--- config.mk ---
export PLATFORM = sky130hd
export DESIGN_NAME = jp_pad_emu
export DESIGN_NICKNAME = d
export VERILOG_FILES = /design/src/rtl/jp_pad_emu.sv
export SDC_FILE = /design/constraint.sdc
export NUM_CORES = 1
export LEC_CHECK = 0
export CORE_MARGIN = 5
export CORE_UTILIZATION = 40
export DETAILED_ROUTE_END_ITERATION = 12
export SYNTH_ARGS = -nofsm -noshare
export SYNTH_HDL_FRONTEND = slang
export SYNTH_SLANG_ARGS = --single-unit
--- constraint.sdc ---
create_clock -name clk_in -period 2.5 [get_ports clk_in]
set_input_delay 0.5 -clock clk_in [delete_from_list [all_inputs] [get_ports clk_in]]
set_output_delay 0.5 -clock clk_in [all_outputs]
set_load 0.02 [all_outputs]
--- src/rtl/jp_pad_emu.sv ---
// jp_pad_emu: one NES controller (4021-style PISO shift register) driven by
// synchronised, debounced board buttons. Optional turbo on A/B is enabled by
// defining JP_PAD_TURBO_EN.
// Everything runs in the clk_in domain; jp_clk_in/jp_latch_in are expected to
// already be in that domain (they come from the rp2a03 core).

// Per-bit 2-flop synchroniser followed by a counting debouncer.
module jp_pad_db #(
   parameter int DB_CYCLES = 1_000_000,
   parameter int DB_W      = 20
) (
   input  logic clk,
   input  logic nrst,
   input  logic raw,
   output logic state
);
   logic            s1, s2;
   logic [DB_W-1:0] cnt;

   // two-flop synchroniser for the asynchronous button level
   always_ff @(posedge clk) begin
      if (!nrst) begin
         s1 <= 1'b0;
         s2 <= 1'b0;
      end else begin
         s1 <= raw;
         s2 <= s1;
      end
   end

   // stable level only follows the input after DB_CYCLES differing cycles in a row
   always_ff @(posedge clk) begin
      if (!nrst) begin
         cnt   <= '0;
         state <= 1'b0;
      end else if (s2 == state) begin
         cnt <= '0;
      end else if (cnt == DB_W'(DB_CYCLES - 1)) begin
         cnt   <= '0;
         state <= s2;
      end else begin
         cnt <= cnt + DB_W'(1);
      end
   end
endmodule

module jp_pad_emu #(
   parameter int DB_CYCLES    = 1_000_000,
   parameter int DB_W         = 20,
   parameter int TURBO_FRAMES = 4
) (
   input  logic       clk_in,
   input  logic       nrst_in,
   input  logic [7:0] btn_in,
   input  logic [1:0] turbo_in,
   input  logic       jp_clk_in,
   input  logic       jp_latch_in,
   output logic       jp_data_out,
   output logic [7:0] btn_state_out
);
`ifdef JP_PAD_TURBO_EN
   localparam int NB   = 10;
   localparam int TF_W = (TURBO_FRAMES > 1) ? $clog2(TURBO_FRAMES) : 1;
`else
   localparam int NB = 8;
`endif

   logic [NB-1:0] raw;
   logic [NB-1:0] db;
   logic [7:0]    pad_vec;
   logic [7:0]    sr;
   logic          clk_prev, latch_prev;
   logic          clk_rise;

`ifdef JP_PAD_TURBO_EN
   logic            phase;
   logic [TF_W-1:0] tcnt;
   logic            latch_fall;

   assign raw        = {turbo_in, btn_in};
   assign latch_fall = ~jp_latch_in & latch_prev;
   // turbo buttons add a periodic press on top of the held A/B state
   assign pad_vec    = {db[7:2], db[1] | (db[9] & phase), db[0] | (db[8] & phase)};
`else
   logic [1:0] unused_turbo;
   localparam int tf_unused = TURBO_FRAMES;

   assign raw          = btn_in;
   assign unused_turbo = turbo_in;
   assign pad_vec      = db[7:0];
`endif

   // one synchroniser/debouncer per button (and per turbo button when enabled)
   for (genvar i = 0; i < NB; i++) begin : g_db
      jp_pad_db #(.DB_CYCLES(DB_CYCLES), .DB_W(DB_W)) u_db (
         .clk   (clk_in),
         .nrst  (nrst_in),
         .raw   (raw[i]),
         .state (db[i])
      );
   end

   assign btn_state_out = db[7:0];
   assign clk_rise      = jp_clk_in & ~clk_prev;

   // previous-cycle copies of the strobes for edge detection
   always_ff @(posedge clk_in) begin
      if (!nrst_in) begin
         clk_prev   <= 1'b0;
         latch_prev <= 1'b0;
      end else begin
         clk_prev   <= jp_clk_in;
         latch_prev <= jp_latch_in;
      end
   end

   // shift register holds line levels (active-low); latch is a transparent
   // load and beats a coincident clock edge; zeros fill from the top so an
   // over-read reports "pressed" like the original pad
   always_ff @(posedge clk_in) begin
      if (!nrst_in)
         sr <= 8'hFF;
      else if (jp_latch_in)
         sr <= ~pad_vec;
      else if (clk_rise)
         sr <= {1'b0, sr[7:1]};
   end

   // registered serial output
   always_ff @(posedge clk_in) begin
      if (!nrst_in)
         jp_data_out <= 1'b1;
      else
         jp_data_out <= sr[0];
   end

`ifdef JP_PAD_TURBO_EN
   // turbo phase flips once every TURBO_FRAMES latch falling edges
   always_ff @(posedge clk_in) begin
      if (!nrst_in) begin
         tcnt  <= '0;
         phase <= 1'b0;
      end else if (latch_fall) begin
         if (tcnt == TF_W'(TURBO_FRAMES - 1)) begin
            tcnt  <= '0;
            phase <= ~phase;
         end else begin
            tcnt <= tcnt + TF_W'(1);
         end
      end
   end
`endif
endmodule

==> results.md, run 1 <==
* Clk_skew at 0.0125 ns
* CTS Hold Buffers Added at 0
* Final antenna-violating net count at 0
* H-tree depth at 4
* Worst path bufs/invs at 1
* Critical path data arrival time at 2.46 ns
* Register area share after synthesis at 0.455
* Clock slew at reported path FFs at 0.07 ns
* Most frequent cells in the layout: dfxtp_1 (194), nor2_1 (120), xnor2_1 (67)
* DPL Wire Length at 10.9 mm
* Area growth, synth to finish at 12.3%
* Rows at 53
* Post-Synthesis Cell Area at 8540 µm²
* DR iter-0 viols at 271
* Slew HR at 0.599
* GRT Util Overall at 0.134
* Vias per Instance at 5.09
* Initial Util at 0.406
* HP Class: flip-flop to flip-flop
* Total die area at 24400 µm²
* RSZ-0062 raised after global routing: false
* Number of global-route vias before repair at 5998
* Synth area leaders: dfxtp_1 (45%), xnor2_1 (6.9%), nor2_1 (5.3%)
* Post-CTS Resized at 0
* Main synth FF type: dfxtp_1
* CP top delay family: simple AND/OR/NAND/NOR gates
* Total wire length at 16.0 mm
* Most common cell after layout, fill and taps aside: dfxtp_1
* Min Tclk post-route at 2.15 ns
* Synth Net Count at 992
* Die Y at 156 µm
* CTS Sinks at 194
* Max frequency at 466 MHz
* Cts bufs inserted at 17
* First-pass GRT wire length at 27.5 mm
* Num ports at 23
* Pin count of the biggest net entering global routing at 21
* Nets at 1013
* FF+latch count, synth at 194
* EDFF count, synth at 0
* PD cells at 613 nW/µm²
* Worst path required time at 2.82 ns
* Hold Fails Final Rpt at 0
* Clk_lat worst skew at 0.42 ns
* Worst Path Max Fanout at 8
* Worst hold slack at 0.430 ns
* Share of cells above drive strength 1 at 0.0798
* Chip Width at 156 µm
* Cells after Synth at 970
* Final Max Slew Viols at 0
* Routability congestion estimate at 0.784
* Stages on worst setup path at 5
* Clk buf depth at 2
* Port Buffers at 20
* Pleak at 2.88 nW
* Synth cell types at 46
* Antenna diode count at 0
* Post-synthesis area per instance at 8.80 µm²
* Slew at the pin closest to its max-slew limit at 0.596 ns
* Setup bufs post-CTS at 0
* Core area at 21000 µm²
* Worst Hold Depth at 1
* Initial antenna violation count at 0
* Synth Warn # at 0
* CTS tree: done
* WL per Instance at 12.5 µm
* Drt pass-1 iters at 4
* Fin Setup TNS at 0 ns
* Max Cap Violations at 0
* Root Driver: clkbuf_16
* Synth async-reset ratio at 0
* Worst vdd ir at 0.462 mV
* Register-to-Register Path Depth at 5
* Synth area leader: dfxtp_1
* Routed vias at 6499
* Max incr delay on CP at 0.59 ns
* Global route total overflow at 0
* Final Setup Violations at 0
* Period utilisation layout at 0.859
* Critical path endpoint category: flip-flop
* Setup crit start kind: flip-flop
* Status: finished clean
* Residual DRC at 0
* Cell Chain, Critical Path: or4b_1 -> or4_4 -> o211ai_4 -> buf_4 -> a21oi_1
* Post-synth top area share at 0.455
* Cell with the largest stage delay on the worst path: or4_4
* Crit path kind: flip-flop to flip-flop
[path summary, 6_finish.rpt]
check	slack, ns	end	startpoint
setup / recovery	0.35	g_db[1].u_db.cnt[19]	g_db[1].u_db.cnt[12]
hold / removal	0.43	g_db[4].u_db.s2	g_db[4].u_db.s1
setup reg to reg	0.35	g_db[1].u_db.cnt[19]	g_db[1].u_db.cnt[12]
hold reg to reg	0.43	g_db[4].u_db.s2	g_db[4].u_db.s1
[cells in the mapped netlist, types with 3 or more instances]
| cell | n |
|---|---|
| a21oi_1 | 52 |
| a31o_2 | 5 |
| and2_1 | 20 |
| and3_1 | 15 |
| and4_1 | 5 |
| buf_2 | 5 |
| buf_4 | 9 |
| clkbuf_1 | 20 |
| dfxtp_1 | 194 |
| ha_1 | 8 |
| inv_1 | 45 |
| mux2_2 | 7 |
| nand2_1 | 55 |
| nand2b_1 | 3 |
| nand3_1 | 60 |
| nand4_1 | 27 |
| nor2_1 | 120 |
| nor3_1 | 24 |
| nor4_1 | 24 |
| nor4b_1 | 9 |
| o211ai_1 | 4 |
| o211ai_4 | 3 |
| o21a_1 | 4 |
| o21ai_0 | 40 |
| o31ai_1 | 13 |
| or2_2 | 4 |
| or3_1 | 37 |
| or4_1 | 24 |
| or4_4 | 3 |
| or4b_1 | 5 |
| xnor2_1 | 67 |
| xor2_1 | 40 |
[cell families after synthesis]
group                      after synthesis  share of synthesized area
and+or+nand+nor                        449                      0.282
adders and majority gates                8                     0.0117
muxes                                    7                    0.00923
AOI/OAI and AO/OA                      123                     0.0875
buffers and inverters                   82                     0.0445
xor gates and xnor gates               107                      0.110
DFF                                    194                      0.455
[where the power goes]
group          leakage, nW  switching, mW  total, mW  internal (mW)
clock network        0.276           1.13       2.66           1.53
registers             1.57         0.0104       3.12           3.11
logic                 1.03         0.0530     0.0927         0.0397
total                 2.88           1.19       5.87           4.68
[stage by stage]
step,setup slack [ns],std cells,power (mW),instance area (µm²),util
2_1_floorplan,0.501,970,3.24,8540,-
3_3_place_gp,0.352,1247,3.28,9010,0.429
3_5_place_dp,0.347,1247,3.28,9010,0.429
4_1_cts,0.342,1277,5.96,9590,0.456
5_1_grt,0.265,1277,6.10,9590,0.456
6_report,0.353,1277,5.87,9590,0.456
[per-layer routing]
| metal | vias to the layer above | track usage | share of wire |
|---|---|---|---|
| met5 | - | 0 | 0 |
| met4 | 0 | 0.0455 | 0.012 |
| met3 | 6 | 0.0322 | 0.027 |
| met2 | 68 | 0.216 | 0.45 |
| met1 | 2984 | 0.178 | 0.51 |
| li1 | 3441 | - | - |
[flip-flops by register name (all words and copies together) (netlist names)]
signal,cells
jp_data_out,1
g_db.u_db.state,8
clk_prev,1
sr,8
g_db.u_db.s2,8
g_db.u_db.s1,8
g_db.u_db.cnt,160
[final cells by class]
class	instances	area [µm²]
Clock inverter	10	110
Timing Repair Buffer	39	338
Clock buffer	20	467
Sequential cell	194	3880
Inverter	45	169
Tap cell	275	344
Multi-Input combinational cell	694	4270
Fill cell	2015	11400
[worst register-to-register path: stages (launching register included)]
cell,delay (ns)
dfxtp_1,0.37
or4b_1,0.54
or4_4,0.59
o211ai_4,0.28
buf_4,0.22
a21oi_1,0.05
(Power assumes the default switching activity.)
==> inputs of run 2 (changes only) <==
--- a/config.mk
+++ b/config.mk
@@ -5,9 +5,13 @@
 export SDC_FILE = /design/constraint.sdc
 export NUM_CORES = 1
 export LEC_CHECK = 0
+export CELL_PAD_IN_SITES_DETAIL_PLACEMENT = 0
+export CELL_PAD_IN_SITES_GLOBAL_PLACEMENT = 1
 export CORE_MARGIN = 5
 export CORE_UTILIZATION = 40
+export CTS_BUF_LIST = sky130_fd_sc_hd__clkbuf_16
 export DETAILED_ROUTE_END_ITERATION = 12
+export PLACE_DENSITY_LB_ADDON = 0.1
 export SYNTH_ARGS = -nofsm -noshare
 export SYNTH_HDL_FRONTEND = slang
 export SYNTH_SLANG_ARGS = --single-unit
==> constraint.sdc (replaced) <==
create_clock -name clk_in -period 2.5 [get_ports clk_in]
set_input_delay 0.625 -clock clk_in [delete_from_list [all_inputs] [get_ports clk_in]]
set_output_delay 0.625 -clock clk_in [all_outputs]
set_load 0.02 [all_outputs]
==> results.md, run 2 (synthesized netlist as in run 1, its figures left out) <==
* Max Cap Violations at 0 (unchanged)
* Die Y at 156 µm (unchanged)
* Slew at the pin closest to its max-slew limit at 0.616 ns (was 0.596 ns)
* Pleak at 2.87 nW (was 2.88 nW)
* Pre-CTS WS at 0.350 ns (was 0.347 ns)
* Global route total overflow at 0 (unchanged)
* Number of global-route vias before repair at 6088 (was 5998)
* Setup bufs post-CTS at 0 (unchanged)
* H-tree depth at 4 (unchanged)
* WL per Instance at 12.6 µm (was 12.5 µm)
* HP Class: flip-flop to flip-flop (unchanged)
* Pwr Total at 5.88 mW (was 5.87 mW)
* Largest register by flop count: g_db.u_db.cnt (unchanged)
* Most common cell after layout, fill and taps aside: dfxtp_1 (unchanged)
* CTS Hold Buffers Added at 0 (unchanged)
* GR Util met2 at 0.219 (was 0.216)
* Root Driver: clkbuf_16 (unchanged)
* Clk_skew at 0.0102 ns (was 0.0125 ns)
* Initial antenna violation count at 0 (unchanged)
* Busiest grt layer: met2 (unchanged)
* Worst path required time at 2.82 ns (about the same)
* Drt pass-1 iters at 6 (was 4)
* Min Tclk post-route at 2.15 ns (about the same)
* Port Buffers at 20 (unchanged)
* CTS tree: done (unchanged)
* Stages on worst setup path at 5 (unchanged)
* Final non-filler cell total at 1275 (was 1277)
* Clk buf depth at 2 (unchanged)
* Final antenna-violating net count at 0 (unchanged)
* Max incr delay on CP at 0.66 ns (was 0.59 ns)
* Routed vias at 6440 (was 6499)
* Most frequent cells in the layout: dfxtp_1 (194), nor2_1 (120), xnor2_1 (67) (unchanged)
* Register-to-Register Path Depth at 5 (unchanged)
* Final Setup Violations at 0 (unchanged)
* DPL Wire Length at 11.2 mm (was 10.9 mm)
* Hold Fails Final Rpt at 0 (unchanged)
* Core area at 21000 µm² (unchanged)
* Cts bufs inserted at 17 (unchanged)
* PD cells at 614 nW/µm² (was 613 nW/µm²)
* Met3 Track Usage GR at 0.0355 (was 0.0322)
* Status: finished clean (unchanged)
* RSZ-0062 raised after global routing: false (unchanged)
* First-pass GRT wire length at 28.9 mm (was 27.5 mm)
* CP top delay family: simple AND/OR/NAND/NOR gates (unchanged)
* DR iter-0 viols at 254 (was 271)
* Share of cells above drive strength 1 at 0.0770 (was 0.0798)
* Nets at 1009 (was 1013)
* Worst path bufs/invs at 1 (unchanged)
* Worst vdd ir at 0.406 mV (was 0.462 mV)
* Clock slew at reported path FFs at 0.08 ns (was 0.07 ns)
* Period utilisation layout at 0.860 (was 0.859)
* Routability congestion estimate at 0.767 (was 0.784)
* Critical path data arrival time at 2.47 ns (was 2.46 ns)
* Rows at 53 (unchanged)
* Antenna diode count at 0 (unchanged)
* Final worst-path setup slack at 0.350 ns (was 0.353 ns)
* Num ports at 23 (unchanged)
* Final Max Slew Viols at 0 (unchanged)
* Setup crit start kind: flip-flop (unchanged)
* Chip Width at 156 µm (unchanged)
* Initial Util at 0.406 (unchanged)
* Area growth, synth to finish at 12.1% (was 12.3%)
* Placed Cells at 1243 (was 1247)
* Total die area at 24400 µm² (unchanged)
* Total wire length at 16.1 mm (was 16.0 mm)
* Cell with the largest stage delay on the worst path: or4b_2 (was or4_4)
* Vias per Instance at 5.05 (was 5.09)
* Fin Setup TNS at 0 ns (unchanged)
* Pin count of the biggest net entering global routing at 34 (was 21)
* Crit path kind: flip-flop to flip-flop (unchanged)
* Residual DRC at 0 (unchanged)
* Worst Path Max Fanout at 20 (was 8)
* GRT met1 Usage at 0.196 (was 0.178)
* Post-CTS Resized at 0 (unchanged)
* Max FFs per register at 160 (unchanged)
* Critical path endpoint category: flip-flop (unchanged)
* Clk_lat worst skew at 0.43 ns (was 0.42 ns)
* CTS Sinks at 194 (unchanged)
* Cell Chain, Critical Path: or4b_2 -> or4_1 -> o211ai_1 -> buf_4 -> nor2_1 (was or4b_1 -> or4_4 -> o211ai_4 -> buf_4 -> a21oi_1)
* Worst Hold Depth at 1 (unchanged)
* Max frequency at 465 MHz (was 466 MHz)
* Slew HR at 0.586 (was 0.599)
* GRT Util Overall at 0.141 (was 0.134)
==> run 2: worst register-to-register path: stages (launching register included) <==
cell	delay (ns)
dfxtp_1	0.34
or4b_2	0.66
or4_1	0.50
o211ai_1	0.19
buf_4	0.26
nor2_1	0.08
==> run 2: routing by layer <==
layer  part of all wire  vias to the layer above  wire length, µm
met5                  0                        -                0
met4             0.0077                        0              124
met3              0.026                        7              421
met2               0.44                       43             7140
met1               0.52                     2948             8430
li1                   -                     3442                -
==> run 2: final timing paths <==
check / from / slack (ns) / to
setup / recovery: g_db[6].u_db.cnt[11] / 0.35 / g_db[6].u_db.cnt[3]
hold / removal: g_db[0].u_db.s1 / 0.44 / g_db[0].u_db.s2
setup reg to reg: g_db[6].u_db.cnt[11] / 0.35 / g_db[6].u_db.cnt[3]
hold reg to reg: g_db[0].u_db.s1 / 0.44 / g_db[0].u_db.s2
==> run 2: layout make-up <==
cell class	instances	area, µm²
Sequential cell	194	3880
Multi-Input combinational cell	694	4270
Fill cell	2081	11500
Timing Repair Buffer	35	320
Clock buffer	17	425
Clock inverter	15	153
Tap cell	275	344
Inverter	45	169
==> run 2: where the power goes <==
group | switching (mW) | internal (mW) | total (mW) | leakage (nW)
Combinational | 0.0516 | 0.0398 | 0.0914 | 1.02
Clock | 1.26 | 1.41 | 2.67 | 0.280
Sequential | 0.00969 | 3.11 | 3.11 | 1.57
==> run 2: stage by stage <==
step | hold slack (ns) | util | area [µm²]
after floorplan | 0.405 | - | 8540
after global placement | 0.415 | 0.428 | 8990
after detailed placement | 0.419 | 0.428 | 8990
after CTS | 0.437 | 0.455 | 9570
after global routing | 0.445 | 0.455 | 9570
final | 0.435 | 0.455 | 9570
